File: config.mk
export PLATFORM = sky130hd
export DESIGN_NAME = mc_control_unit
export DESIGN_NICKNAME = d
export VERILOG_FILES = /design/src/rtl/mc_pkg.sv /design/src/rtl/mc_control_unit_cond_check.sv /design/src/rtl/mc_control_unit.sv
export SDC_FILE = /design/constraint.sdc
export NUM_CORES = 1
export LEC_CHECK = 0
export ABC_AREA = 1
export CAP_MARGIN = 30
export CORE_MARGIN = 4
export CORE_UTILIZATION = 44
export CTS_BUF_LIST = sky130_fd_sc_hd__clkbuf_8
export CTS_CLUSTER_DIAMETER = 60
export DETAILED_ROUTE_END_ITERATION = 10
export PLACE_DENSITY = 0.95
export SYNTH_ARGS = -nofsm -noshare
export SYNTH_HDL_FRONTEND = slang
export SYNTH_SLANG_ARGS = --single-unit
File: constraint.sdc
create_clock -name clk -period 2.2 [get_ports clk]
set_input_delay 0.66 -clock clk [delete_from_list [all_inputs] [get_ports clk]]
set_output_delay 0.66 -clock clk [all_outputs]
set_load 0.01 [all_outputs]
File: src/rtl/mc_pkg.sv
// mc_pkg: shared state, ALU-op and select encodings for the multicycle ARM control unit.
package mc_pkg;
   typedef enum logic [3:0] {
      FETCH  = 4'd0,
      DECODE = 4'd1,
      MEMADR = 4'd2,
      MEMRD  = 4'd3,
      MEMWB  = 4'd4,
      MEMWR  = 4'd5,
      EXECR  = 4'd6,
      EXECI  = 4'd7,
      ALUWB  = 4'd8,
      BRANCH = 4'd9
   } state_t;

   typedef enum logic [1:0] {
      ALU_ADD = 2'b00,
      ALU_SUB = 2'b01,
      ALU_AND = 2'b10,
      ALU_ORR = 2'b11
   } alu_ctrl_t;

   localparam logic [3:0] COND_EQ = 4'h0;
   localparam logic [3:0] COND_NE = 4'h1;
   localparam logic [3:0] COND_CS = 4'h2;
   localparam logic [3:0] COND_CC = 4'h3;
   localparam logic [3:0] COND_MI = 4'h4;
   localparam logic [3:0] COND_PL = 4'h5;
   localparam logic [3:0] COND_VS = 4'h6;
   localparam logic [3:0] COND_VC = 4'h7;
   localparam logic [3:0] COND_HI = 4'h8;
   localparam logic [3:0] COND_LS = 4'h9;
   localparam logic [3:0] COND_GE = 4'hA;
   localparam logic [3:0] COND_LT = 4'hB;
   localparam logic [3:0] COND_GT = 4'hC;
   localparam logic [3:0] COND_LE = 4'hD;
   localparam logic [3:0] COND_AL = 4'hE;

   localparam logic [1:0] RES_ALUOUT = 2'b00;
   localparam logic [1:0] RES_DATA   = 2'b01;
   localparam logic [1:0] RES_ALURES = 2'b10;

   localparam logic [1:0] SRCB_RD2  = 2'b00;
   localparam logic [1:0] SRCB_IMM  = 2'b01;
   localparam logic [1:0] SRCB_FOUR = 2'b10;
endpackage

File: src/rtl/mc_control_unit_cond_check.sv
// cond_check: combinational ARM condition evaluation from Cond and stored NZCV flags.
module cond_check
   import mc_pkg::*;
(
   input  logic [3:0] i_cond,
   input  logic [3:0] i_flags,
   output logic       o_cond_ex
);
   logic w_n, w_z, w_c, w_v, w_ge;

   assign {w_n, w_z, w_c, w_v} = i_flags;
   assign w_ge = (w_n == w_v);

   // 1111 is treated as never-execute
   always_comb begin
      o_cond_ex = 1'b0;
      case (i_cond)
         COND_EQ: o_cond_ex = w_z;
         COND_NE: o_cond_ex = ~w_z;
         COND_CS: o_cond_ex = w_c;
         COND_CC: o_cond_ex = ~w_c;
         COND_MI: o_cond_ex = w_n;
         COND_PL: o_cond_ex = ~w_n;
         COND_VS: o_cond_ex = w_v;
         COND_VC: o_cond_ex = ~w_v;
         COND_HI: o_cond_ex = w_c & ~w_z;
         COND_LS: o_cond_ex = ~w_c | w_z;
         COND_GE: o_cond_ex = w_ge;
         COND_LT: o_cond_ex = ~w_ge;
         COND_GT: o_cond_ex = ~w_z & w_ge;
         COND_LE: o_cond_ex = w_z | ~w_ge;
         COND_AL: o_cond_ex = 1'b1;
         default: o_cond_ex = 1'b0;
      endcase
   end
endmodule

File: src/rtl/mc_control_unit.sv
// mc_control_unit: multicycle ARM-subset control FSM, ALU decode and NZCV flags.
// Optional MC_STALL_EN adds a stall input that holds the FSM in FETCH.
module mc_control_unit
   import mc_pkg::*;
#(
   parameter logic [3:0] RESET_STATE = 4'd0
) (
   input  logic       clk,
   input  logic       reset,
`ifdef MC_STALL_EN
   input  logic       stall,
`endif
   input  logic [3:0] Cond,
   input  logic [1:0] Op,
   input  logic [5:0] Funct,
   input  logic [3:0] Rd,
   input  logic [3:0] ALUFlags,
   output logic       PCWrite,
   output logic       AdrSrc,
   output logic       MemWrite,
   output logic       IRWrite,
   output logic [1:0] ResultSrc,
   output logic       ALUSrcA,
   output logic [1:0] ALUSrcB,
   output logic [1:0] ImmSrc,
   output logic [1:0] RegSrc,
   output logic       RegWrite,
   output logic [1:0] ALUControl,
   output logic [3:0] State
);
   state_t    r_state;
   logic [3:0] r_flags;
   logic      r_cond_ex;
   logic      w_cond_ex;
   logic      w_stall;
   logic      w_known;
   logic      w_arith;
   logic      w_exec;
   logic [1:0] w_flag_w;
   alu_ctrl_t w_dp_ctrl;

`ifdef MC_STALL_EN
   assign w_stall = stall;
`else
   assign w_stall = 1'b0;
`endif

   cond_check u_cond_check (
      .i_cond    (Cond),
      .i_flags   (r_flags),
      .o_cond_ex (w_cond_ex)
   );

   // unrecognised commands execute as ADD but never touch the flags
   assign w_dp_ctrl = (Funct[4:1] == 4'b0010) ? ALU_SUB :
                      (Funct[4:1] == 4'b0000) ? ALU_AND :
                      (Funct[4:1] == 4'b1100) ? ALU_ORR : ALU_ADD;
   assign w_arith   = (Funct[4:1] == 4'b0100) | (Funct[4:1] == 4'b0010);
   assign w_known   = w_arith | (Funct[4:1] == 4'b0000) | (Funct[4:1] == 4'b1100);
   assign w_flag_w  = {Funct[0] & w_known, Funct[0] & w_arith};
   assign w_exec    = (r_state == EXECR) | (r_state == EXECI);

   always_ff @(posedge clk or posedge reset) begin
      if (reset) begin
         r_state   <= state_t'(RESET_STATE);
         r_flags   <= 4'b0000;
         r_cond_ex <= 1'b0;
      end else begin
         if (r_state == DECODE) r_cond_ex <= w_cond_ex;
         if (w_exec && r_cond_ex && w_flag_w[1]) r_flags[3:2] <= ALUFlags[3:2];
         if (w_exec && r_cond_ex && w_flag_w[0]) r_flags[1:0] <= ALUFlags[1:0];
         case (r_state)
            FETCH:        r_state <= w_stall ? FETCH : DECODE;
            DECODE:       r_state <= (Op == 2'b00) ? (Funct[5] ? EXECI : EXECR) :
                                     (Op == 2'b01) ? MEMADR :
                                     (Op == 2'b10) ? BRANCH : FETCH;
            MEMADR:       r_state <= Funct[0] ? MEMRD : MEMWR;
            MEMRD:        r_state <= MEMWB;
            EXECR, EXECI: r_state <= ALUWB;
            default:      r_state <= FETCH;
         endcase
      end
   end

   always_comb begin
      PCWrite    = 1'b0;
      AdrSrc     = 1'b0;
      MemWrite   = 1'b0;
      IRWrite    = 1'b0;
      RegWrite   = 1'b0;
      ResultSrc  = RES_ALUOUT;
      ALUSrcA    = 1'b0;
      ALUSrcB    = SRCB_RD2;
      ALUControl = ALU_ADD;
      case (r_state)
         FETCH: begin
            IRWrite   = ~w_stall;
            PCWrite   = ~w_stall;
            ALUSrcA   = 1'b1;
            ALUSrcB   = SRCB_FOUR;
            ResultSrc = RES_ALURES;
         end
         DECODE: begin
            ALUSrcA   = 1'b1;
            ALUSrcB   = SRCB_FOUR;
            ResultSrc = RES_ALURES;
         end
         MEMADR: ALUSrcB = SRCB_IMM;
         MEMRD:  AdrSrc = 1'b1;
         MEMWB: begin
            ResultSrc = RES_DATA;
            RegWrite  = r_cond_ex;
         end
         MEMWR: begin
            AdrSrc   = 1'b1;
            MemWrite = r_cond_ex;
         end
         EXECR: ALUControl = w_dp_ctrl;
         EXECI: begin
            ALUSrcB    = SRCB_IMM;
            ALUControl = w_dp_ctrl;
         end
         ALUWB: begin
            RegWrite = r_cond_ex;
            PCWrite  = r_cond_ex & (Rd == 4'd15);
         end
         BRANCH: begin
            ALUSrcB   = SRCB_IMM;
            ResultSrc = RES_ALURES;
            PCWrite   = r_cond_ex;
         end
         default: ;
      endcase
      // enables must drop the instant reset asserts, not at the next edge
      if (reset) begin
         PCWrite  = 1'b0;
         MemWrite = 1'b0;
         IRWrite  = 1'b0;
         RegWrite = 1'b0;
      end
   end

   assign ImmSrc = Op;
   assign RegSrc = {Op == 2'b10, Op == 2'b01};
   assign State  = r_state;
endmodule

Word-level counts from Yosys, hierarchy flattened
Cells that the tools add are included.
{"block": "totals", "ram_bits": 0, "register_bits": 9, "in_bits": 22, "memories": 0, "latch_bits": 0, "rom_bits": 0, "wordCells": 86, "output_inout_bits": 20}
{"block": "classes", "shift": 0, "mul": 0, "order_cmp": 0, "n_reduce_logical": 13, "n_addsub": 0, "muxes": 23, "n_bitwise": 16, "n_eq_ne": 30, "n_div": 0}
{"op": "$eq 4x4->1 const B", "count": 11}
{"op": "$eq 4x3->1 const B", "count": 9}
{"op": "$eq 4x2->1 const B", "count": 5}
{"op": "$pmux 4 s5", "count": 1}
{"op": "$pmux 1 s15", "count": 1}
{"op": "$logic_not 4->1", "count": 3}
{"op": "$mux 4", "count": 3}
{"op": "$mux 1", "count": 10}
{"op": "$eq 4x1->1 const B", "count": 2}
{"op": "$mux 2", "count": 4}
{"op": "$pmux 2 s2", "count": 2}
{"op": "$reduce_or 2->1", "count": 4}
{"op": "$or 1x1->1", "count": 6}
{"op": "$reduce_or 3->1", "count": 2}
{"op": "$and 1x1->1", "count": 5}
{"op": "$not 1->1", "count": 5}
{"op": "$logic_and 1x1->1", "count": 3}
{"op": "$mux 3", "count": 1}
{"op": "$pmux 1 s3", "count": 1}
{"op": "$eq 2x1->1 const B", "count": 1}
{"op": "$eq 2x2->1 const B", "count": 1}
{"op": "$logic_not 2->1", "count": 1}
{"op": "$eq 1x1->1", "count": 1}

Longest topological paths before layout
Gate-level depths: netlist of run 1.
{"block": "depth", "depth_word": 6, "mapped_depth": 10, "mapped_depth_nobuf": 10}

By module
From an unflattened synthesis of run 1, not the netlist that was laid out.
{"block": "hier_totals", "hier_cells": 155, "area_unflattened_um2": 868.3}
{"module": "mc_control_unit", "area_each_um2": 639.4, "cells_per_inst": 100, "seq_area_each_um2": 225.2, "instances": 1}
{"module": "cond_check", "area_each_um2": 229.0, "cells_per_inst": 55, "seq_area_each_um2": 0.0, "instances": 1}

Worst setup path before layout of run 1
OpenSTA, ideal clock, no wires.
{"block": "synth_path", "kind": "input to output", "start": "input port reset", "end": "output port RegWrite", "path_buffers": 0, "arrival_time_ps": 1205, "required_ps": 1540, "stages": 3, "slack_ps": 335, "path_cell_list": "inv_1 nand2_1 a21oi_1"}
{"block": "synth_between", "elab_chain_cells": 1}
{"item": "start, declared", "line": "mc_control_unit.sv:9", "source": "input logic reset,"}
{"item": "$mux 1", "line": "mc_control_unit.sv:135", "source": "if (reset) begin"}
{"item": "end, declared", "line": "mc_control_unit.sv:27", "source": "output logic RegWrite,"}
Every way passes these cells.

Worst setup path in the final report of run 1
{"block": "layout_path", "start": "input port Op[1]", "end": "output port RegSrc[1]"}
{"block": "layout_between", "elab_chain_cells": 1}
{"item": "start, declared", "line": "mc_control_unit.sv:14", "source": "input logic [1:0] Op,"}
{"item": "$eq 2x2->1", "line": "mc_control_unit.sv:144", "source": "assign RegSrc = {Op == 2'b10, Op == 2'b01};"}
{"item": "end, declared", "line": "mc_control_unit.sv:26", "source": "output logic [1:0] RegSrc,"}
Every way passes these cells.

==> results.md, run 1 <==
- I/O Pins: 42
- LEAKAGE: approximately 0.0008 uW
- CTS tree: built
- Synth Area per Inst: 5.77 um^2
- Req. time, crit path: 1.54 ns
- Max Fclk: 0.456 GHz
- Max-slew violation count: 0
- Worst slew pin tran: ~0.26 ns
- DP Cell Count: about 220
- Synth Cell Area: 825 um^2
- CTS max path bufs: 2
- Initial Util: 47.2%
- Hold Crit Depth: 2
- DR vias: 1178
- RePlAce Congestion: 0.962
- Final Hold Fails: 0
- Row cnt: 15
- I/O Buffers: 41
- Hold Crit Class: flip-flop to flip-flop
- Clk Latency, worst-skew pair: 0.25 ns
- CP peak stage delay: 0.52 ns
- Number of register bits inferred by synthesis: 9
- Outcome: finished, final reports clean
- Fin nets: 229
- Antenna diodes: 0
- Global route overflow: 0
- Core area: 1750 um^2
- First-pass GRT wire length: ~4.9 mm
- Top_reg_cell synth: dfrtp_1
- FF-to-FF Start: State[3]
- Layout cells sized above 1: roughly a quarter
- WL final: 3.00 mm
- ANT nets after route: 0
- HP Start: r_cond_ex
- Pwr dens: 919 nW/um^2
- Pre-Repair DR Iteration Count: 4
- Setup CP Type: input port to primary output
- Vias in the first global route: 1113
- Netlist cell types: 19
- FF-to-FF path depth: 9
- Bufs and invs on worst path: 3
- WHS Endpoint: r_cond_ex
- Crit path max-delay family: buffers and inverters
- Largest net degree at the start of global routing: 10
- Die ar.: approximately 2600 um^2
- Drt drc: 0
- Antenna violations before repair: 0
- Number of CTS-inserted buffers: 3
- Tot GR Track Use: 25.7%
- Period utilization: 99.6%
- CP Launch Type: input port
- Die W: ~51 um
- Die Height: 51.3 um
- Area growth syn-to-layout: 71.6%
- Skew final: 0.00854 ns
- Slowest cell on the critical path: clkdlybuf4s50_1
- Htree depth: 1
- R2R setup slack: 0.84 ns
- Non-Filler Instances: 231
- Vias per inst: 5.10
- VDD IR max: 0.000653 V
- Hpwl dp: around 2.3 mm
- Crit-path max FO: 3
- Max_cap viols: 0
- Sequence of cells on the critical path: clkdlybuf4s50_1 -> inv_1 -> nor2_2 -> buf_2
- Clock transition at path regs: 0.05 ns
- Synthesis Warnings: 0
- Post-synth top cells: nand2_1, nor2_1, inv_1
- Most common cell in the netlist: nand2_1
- Final Util: 81.1%
- CP Capture Type: primary output
- Async SR Flop Fraction: 100%
- Rel. slew slack: 82.4%
- Fin crit period: 2.19 ns
- Post-Synthesis Cells: 143
- Root Buffer Master: clkbuf_8
- FF-to-FF End: r_flags[2]
- Ranking of synthesized cells by area: dfrtp_1, nand2_1, nor2_1
- Initial DRC Count: 48
- Endpoints failing setup: 0
- Routed len/inst: 13.0 um
- RSZ-0062 raised after global routing: true
- # hold bufs at CTS: 0
- Sequential fraction of the synthesis area: 27.3%
- Area leader, netlist: dfrtp_1
- Yosys top cell area share: 27.3%
- Clock net sink count: 9
- Arrival time at the worst endpoint: around 1.5 ns
- Net Count, Synth: about 170
- Post-synth EDFFs: 0
## routing by layer
metal | vias up | routed length, um | global-route usage [%]
li1 | 575 | - | -
met1 | 537 | 1110 | 28.2
met2 | 57 | 1580 | 46.8
met3 | 9 | 237 | 6.41
met4 | 0 | 81 | 10.5
met5 | - | 0 | 0
## logic make-up (layout without fill, tap and decap cells)
| group | Yosys count | count (layout) | synth area share, % |
|---|---|---|---|
| flops | 9 | 9 | 27.3 |
| compound gates | 17 | 17 | 11.4 |
| simple gates | 92 | 92 | 49.0 |
| buf+inv | 25 | 88 | 12.3 |
## registers in the layout (all words and copies together), names as in the netlist
name	flops
r_cond_ex	1
r_flags	4
State	4
## cell usage in the layout, fill, tap and decap left out, drive strengths merged, types with 5 or more instances in the layout
| cell type | instances |
|---|---|
| dlygate4sd2 | 15 |
| clkbuf | 5 |
| nand2 | 50 |
| buf | 27 |
| inv | 24 |
| nor2 | 26 |
| dfrtp | 9 |
| nand3 | 12 |
| clkdlybuf4s50 | 16 |
| o21ai | 5 |
| a21oi | 8 |
## metrics by stage
step           setup TNS, ns  power, uW  hold slack, ns  worst slack (ns)  cell area, um^2
2_1_floorplan              0        627           0.493             0.335              825
3_3_place_gp           -3.73       1100           0.551            -0.527             1370
3_5_place_dp           -4.24       1130           0.549            -0.615             1370
4_1_cts                    0       1290           0.569           0.00547             1400
5_1_grt              -0.0973       1390           0.596           -0.0439             1420
6_report                   0       1300           0.580           0.00914             1420
## report_power, final
group	internal (uW)	switching, uW	leakage [uW]
combinational	390	430	0.000673
sequential	219	57.2	0.000100
clock	123	81.5	0.0000269
total	732	569	0.000800
## how the worst max path moves through the flow
stage	from	to	cells after the start
after CTS	State[3]	ALUSrcB[0]	5
after detailed placement	Funct[1]	ALUControl[0]	5
after floorplan	reset	RegWrite	3
final	Op[1]	RegSrc[1]	4
after global placement	Rd[2]	PCWrite	6
after global routing	State[3]	PCWrite	8
## worst reg2reg max path, stage by stage (launching register included)
cell and delay (ns):
dfrtp_1 0.39, buf_4 0.15, nor2_4 0.10, buf_4 0.13, nand2_4 0.08, nor2_4 0.11
nand2_2 0.11, nand2_4 0.09, nand2_1 0.06, o21ai_1 0.07
## area by class of cell
class	instances	area [um^2]
flip-flops and latches	9	225
fillers	127	330
repair buffers	61	502
multi-input cells	109	526
clock buffers	3	41.3
clock inverters	1	3.75
inverters	23	86.3
well taps	25	31.3
## repair_timing
| action | in CTS | in global routing |
|---|---|---|
| pin swaps | 7 | 2 |
| setup endpoints to repair | 16 | 7 |
| gates resized for setup | 57 | 9 |
| buffers inserted | 2 | 2 |
Note: power is estimated with default switching activity, not from simulation.
==> inputs of run 2 (changes only) <==
SKIP_LAST_GASP = 1   (was unset)
==> run 2 against run 1 <==
First-iteration DRC count is 4.2% higher. Sequential share of layout area is essentially flat. Wire length fell by 1.4%. Worst hold slack improved by 0.0032 ns. Critical path type unchanged. Largest power group unchanged. Via count unchanged. Combinational power is essentially flat. Total power down 0.25%. Count of clock-buffer cells in the layout stayed put. Non-clock buffer count unchanged. Maximum frequency increased by 0.35%.
==> results.md, run 2 (same netlist as run 1, synthesis figures left out) <==
- CP peak stage delay: 0.52 ns (about the same)
- Rel. slew slack: 80.3% (-2.1 points)
- First-pass GRT wire length: 4.90 mm (unchanged)
- Vias per inst: 5.10 (unchanged)
- Crit path max-delay family: buffers and inverters
- Clk Latency, worst-skew pair: 0.25 ns (about the same)
- Clock net sink count: 9 (unchanged)
- Most common cell after layout, fill and taps aside: nand2_1
- Clock transition at path regs: 0.05 ns (about the same)
- Outcome: finished, final reports clean
- DR vias: 1178 (unchanged)
- CP Capture Type: primary output
- Htree depth: 1 (unchanged)
- Worst slew pin tran: 0.293 ns (+0.0328 ns)
- Non-Filler Instances: 231 (unchanged)
- Area growth syn-to-layout: 71.9%
- Internal: 737 uW (+0.75%)
- Tot GR Track Use: 25.7% (unchanged)
- Sw frac: 43.2% (-0.57 points)
- I/O Pins: 42 (unchanged)
- Die Height: 51.3 um (unchanged)
- Place WS: -0.615 ns (unchanged)
- RePlAce Congestion: 0.962 (unchanged)
- Hold Crit Class: flip-flop to flip-flop
- Pwr dens: 915 nW/um^2 (-0.43%)
- Global route overflow: 0 (unchanged)
- # hold bufs at CTS: 0 (unchanged)
- Switching power: 560 uW (-1.5%)
- Layout cells sized above 1: 22.8% (-0.97 points)
- PnR worst setup slack: 0.0167 ns (+0.00754 ns)
- Initial Util: 47.2% (unchanged)
- Max_cap viols: 0 (unchanged)
- Fin crit period: 2.18 ns (-0.00754 ns)
- Cell depth of the worst setup path: 4 (unchanged)
- Req. time, crit path: 1.54 ns (about the same)
- RSZ-0062 raised after global routing: true
- FILL cells: 125 (-1.6%)
- Endpoints failing setup: 0 (unchanged)
- Period utilization: 99.2% (-0.34 points)
- Sequence of cells on the critical path: clkdlybuf4s50_1 -> inv_1 -> nor2_2 -> buf_2
- LEAKAGE: 0.000801 uW (about the same)
- ANT nets after route: 0 (unchanged)
- Hold_ws: 0.583 ns (+0.00318 ns)
- Final Hold Fails: 0 (unchanged)
- I/O Buffers: 41 (unchanged)
- DP Cell Count: 223 (unchanged)
- CTS max path bufs: 2 (unchanged)
- GRT met2 Usage: 46.8% (unchanged)
- Hold Crit Depth: 2 (unchanged)
- WL final: 2.96 mm (-1.4%)
- Largest net degree at the start of global routing: 10 (unchanged)
- Row cnt: 15 (unchanged)
- Fin nets: 229 (unchanged)
- Sequential power share: 21.3% (about the same)
- Arrival time at the worst endpoint: 1.52 ns (about the same)
- Number of CTS-inserted buffers: 3 (unchanged)
- Skew final: 0.00658 ns (-0.00196 ns)
- CP Launch Type: input port
- CTS tree: built
- Vias in the first global route: 1113 (unchanged)
- Final Util: 81.2% (+0.14 points)
- Crit-path max FO: 3 (unchanged)
- Clk pwr share: 15.6% (about the same)
- Die ar.: 2630 um^2 (unchanged)
- Initial DRC Count: 50 (+4.2%)
- Routed len/inst: 12.8 um (-1.4%)
- Pre-Repair DR Iteration Count: 4 (unchanged)
- Commonest non-fill, non-tap cells in the layout: nand2_1, inv_1, nor2_1, buf_4, clkdlybuf4s50_1
- Max-slew violation count: 0 (unchanged)
- Core area: 1750 um^2 (unchanged)
- Setup CP Type: input port to primary output
- FF-to-FF path depth: 9 (unchanged)
- Antenna diodes: 0 (unchanged)
- Slowest cell on the critical path: clkdlybuf4s50_1
- Root Buffer Master: clkbuf_8
- Comb pwr share: 63.1% (about the same)
- VDD IR max: 0.000653 V (-0.11%)
- Antenna violations before repair: 0 (unchanged)
- Hpwl dp: 2.33 mm (unchanged)
- Busiest grt layer: met2
- Met1 GRT Util: 28.2% (unchanged)
- Drt drc: 0 (unchanged)
- Max Fclk: 0.458 GHz (+0.35%)
- Bufs and invs on worst path: 3 (unchanged)
- GR Util met3: 6.41% (unchanged)
- Die W: 51.3 um (unchanged)
-- run 2: changes by cell type in the layout (fill, tap and decap cells not counted), sizes merged --
cell / change
clkbuf: -1
clkdlybuf4s15: +1
-- run 2: power groups by stage --
stage	clock network, uW	logic, uW	registers [uW]
finish	202	818	277
global route	215	892	283
CTS	205	812	274
detailed placement	0	855	279
global placement	0	822	275
floorplan	0	332	295
-- run 2: per-stage QoR --
step	power [uW]	instance area [um^2]	setup TNS (ns)
after floorplan	627	825	0
after global placement	1100	1370	-3.73
after CTS	1290	1400	0
after global routing	1390	1420	-0.173
after detailed placement	1130	1370	-4.24
final	1300	1420	0
-- run 2: worst paths after layout --
check	from	to	slack [ns]
max	Op[1]	RegSrc[1]	0.02
min	r_cond_ex	r_cond_ex	0.58
max reg2reg	State[3]	r_flags[2]	0.85
min reg2reg	r_cond_ex	r_cond_ex	0.58
max in group asynchronous	reset	r_flags[0]	1.31
min in group asynchronous	reset	State[0]	0.74
-- run 2: final cells by class --
class / instances / area [um^2] / area share [%]
clock buffer: 3 / 41.3 / 2.91
clock inverter: 1 / 3.75 / 0.265
inverter: 23 / 86.3 / 6.09
multi-input combinational: 109 / 523 / 36.9
sequential: 9 / 225 / 15.9
tap: 25 / 31.3 / 2.21
timing repair buffer: 61 / 507 / 35.7
-- run 2: timing repair --
item,in CTS,in global routing
pin swaps,7,2
buffers inserted,2,2
setup endpoints to repair,16,7
gates resized for setup,57,7
-- run 2: layer usage --
layer / up-vias / routed length (um)
met5: - / 0
met4: 0 / 81
met1: 539 / 1110
li1: 576 / -
met3: 9 / 212
met2: 54 / 1560
-- run 2: worst min-delay path: cells and delay by family, from the launching register on --
family / cells / cell delay [ns]
flip-flops: 1 / 0.42
AND/OR/NAND/NOR: 2 / 0.13
==> inputs of run 3 (changes only) <==
CORE_MARGIN = 1   (was 4)
CTS_BUF_LIST = sky130_fd_sc_hd__clkbuf_4   (was sky130_fd_sc_hd__clkbuf_8)
==> run 3 against run 2 <==
The run now ends with setup timing left. Combinational power up 15%. Critical path depth up 2. Clock skew decreased by 0.0042 ns. Die area fell by 22%. Count of clock-buffer cells in the layout increased by 1. Maximum frequency down 3.7%. Wire length rose by 4.6%. Sequential share of layout area is 0.86 points lower. Utilization rose by 4.7 points. Clock power decreased by 30%. First-iteration DRC count decreased by 40%. Critical path type is now flip-flop to primary output. Critical endpoint is now ALUSrcB[0].
==> results.md, run 3 (same netlist as run 1, synthesis figures left out) <==
- Outcome: complete, but fails checks
- Failing checks: setup timing
- CP Capture Type: primary output
- Cell Area, Placed: 1390 um^2 (+1.6%)
- Root Buffer Master: clkbuf_4
- Hold_ws: 0.612 ns (+0.0291 ns)
- Max_cap viols: 0 (unchanged)
- Clk pwr share: 10.5% (-5.1 points)
- Final Hold Fails: 0 (unchanged)
- Sequence of cells on the critical path: buf_4 -> inv_2 -> nor2_4 -> inv_1 -> o311ai_0 -> clkbuf_2
- Antenna violations before repair: 0 (unchanged)
- Comb pwr share: 69.2% (+6.1 points)
- Vias per inst: 5.04 (-1.1%)
- Crit-path max FO: 3 (unchanged)
- Htree depth: 1 (unchanged)
- CTS max path bufs: 2 (unchanged)
- LEAKAGE: 0.000838 uW (+4.7%)
- CP peak stage delay: 0.43 ns (-0.09 ns)
- Worst slew pin tran: 0.488 ns (+0.195 ns)
- Skew final: 0.00234 ns (-0.00424 ns)
- Hold Crit Class: flip-flop to flip-flop
- Commonest non-fill, non-tap cells in the layout: nand2_1, buf_4, inv_1
- Clk Latency, worst-skew pair: 0.26 ns (about the same)
- Drt drc: 0 (unchanged)
- Period utilization: 103% (+3.8 points)
- Row cnt: 15 (unchanged)
- Antenna diodes: 0 (unchanged)
- Fin area: 1500 um^2 (+5.7%)
- Hpwl dp: 2.16 mm (-7.0%)
- Sequential power share: 20.3% (-1.0 points)
- Clock transition at path regs: 0.06 ns (about the same)
- CTS tree: built
- Initial Util: 47.2% (unchanged)
- Most common cell after layout, fill and taps aside: nand2_1
- Number of CTS-inserted buffers: 3 (unchanged)
- Die W: 45.3 um (-12%)
- RePlAce Congestion: 0.849 (-12%)
- Initial DRC Count: 30 (-40%)
- RSZ-0062 raised after global routing: true
- ANT nets after route: 0 (unchanged)
- Sw frac: 44.8% (+1.6 points)
- Crit path max-delay family: buffers and inverters
- Largest net degree at the start of global routing: 10 (unchanged)
- Rel. slew slack: 67.1% (-13 points)
- Fin crit period: 2.27 ns (+0.0829 ns)
- Die Height: 45.3 um (-12%)
- Tot GR Track Use: 31.9% (+6.2 points)
- Die ar.: 2050 um^2 (-22%)
- Internal: 748 uW (+1.5%)
- Endpoints failing setup: 2 (+2)
- Max-slew violation count: 0 (unchanged)
- Setup CP Type: flip-flop to primary output
- Req. time, crit path: 1.54 ns (about the same)
- # hold bufs at CTS: 0 (unchanged)
- Pwr dens: 904 nW/um^2 (-1.2%)
- DR vias: 1215 (+3.1%)
- I/O Pins: 42 (unchanged)
- Slowest cell on the critical path: o311ai_0
- Fin nets: 239 (+4.4%)
- Total power: 1350 uW (+4.4%)
- Core area: 1750 um^2 (unchanged)
- Pre-Repair DR Iteration Count: 4 (unchanged)
- I/O Buffers: 41 (unchanged)
- Arrival time at the worst endpoint: 1.61 ns (+0.09 ns)
- Switching power: 607 uW (+8.3%)
- VDD IR max: 0.000560 V (-14%)
- Place WS: -0.574 ns (+0.0414 ns)
- Global route overflow: 0 (unchanged)
- Routed len/inst: 12.9 um (+0.28%)
- First-pass GRT wire length: 4.63 mm (-5.5%)
- WL final: 3.10 mm (+4.6%)
- Final Util: 85.9% (+4.7 points)
- PnR worst setup slack: -0.0662 ns (-0.0829 ns)
- Max Fclk: 0.441 GHz (-3.7%)
- Area growth syn-to-layout: 81.8%
- Layout cells sized above 1: 31.0% (+8.2 points)
- Bufs and invs on worst path: 4 (+1)
- Vias in the first global route: 1042 (-6.4%)
- CP Launch Type: flip-flop
- Clock net sink count: 9 (unchanged)
## run 3: changes by cell type in the layout (fill, tap and decap cells not counted), sizes merged
cell,previous run,this run
clkdlybuf4s15,2,5
clkbuf,4,7
clkdlybuf4s50,16,17
buf,27,38
dlygate4sd2,15,8
inv,24,23
## run 3: power groups by stage
| stage | Combinational (uW) | Sequential [uW] | Clock (uW) |
|---|---|---|---|
| after global routing | 1000 | 278 | 157 |
| after detailed placement | 855 | 281 | 0 |
| after global placement | 818 | 275 | 0 |
| after floorplan | 332 | 295 | 0 |
| final | 937 | 275 | 142 |
| after CTS | 850 | 270 | 144 |
## run 3: final timing paths
kind                             from         end  slack [ns]  cells past startpoint
max                          State[2]  ALUSrcB[0]       -0.07                      6
min                        r_flags[1]  r_flags[1]        0.61                      2
max reg2reg                  State[0]    State[2]        0.84                      5
min reg2reg                r_flags[1]  r_flags[1]        0.61                      2
max in group asynchronous       reset    State[1]        1.29                      3
min in group asynchronous       reset  r_flags[1]        0.77                      3
## run 3: layer usage
metal	vias up	GRT usage (%)	share of wire, %
met5	-	0	0
li1	597	-	-
met4	0	11.5	3.1
met3	15	5.60	6.3
met2	66	57.4	52
met1	537	37.6	38
## run 3: layout make-up
class	count	area (um^2)
repair buffers	71	579
fillers	109	246
multi-input cells	109	544
clock buffers	4	30.0
well taps	25	31.3
inverters	23	88.8
flip-flops and latches	9	225
## run 3: what timing repair did
item / CTS / global route
setup buffers: 7 / 4
cloned: 0 / 0
setup endpoints to repair: 16 / 8
pin swaps: 7 / 8
resized for setup: 54 / 27
endpoints found under the hold margin: 0 / 0
## run 3: worst register-to-register path: stages (launching register included)
cell	delay, ns
dfrtp_1	0.39
inv_1	0.08
nor2_1	0.20
buf_4	0.16
nand2_1	0.12
o31ai_1	0.29
## run 3: per-stage QoR
stage | cells | setup TNS, ns
after detailed placement | 226 | -4.12
after floorplan | 143 | 0
after CTS | 237 | -0.0712
after global routing | 241 | -0.279
final | 241 | -0.0878
after global placement | 226 | -3.81
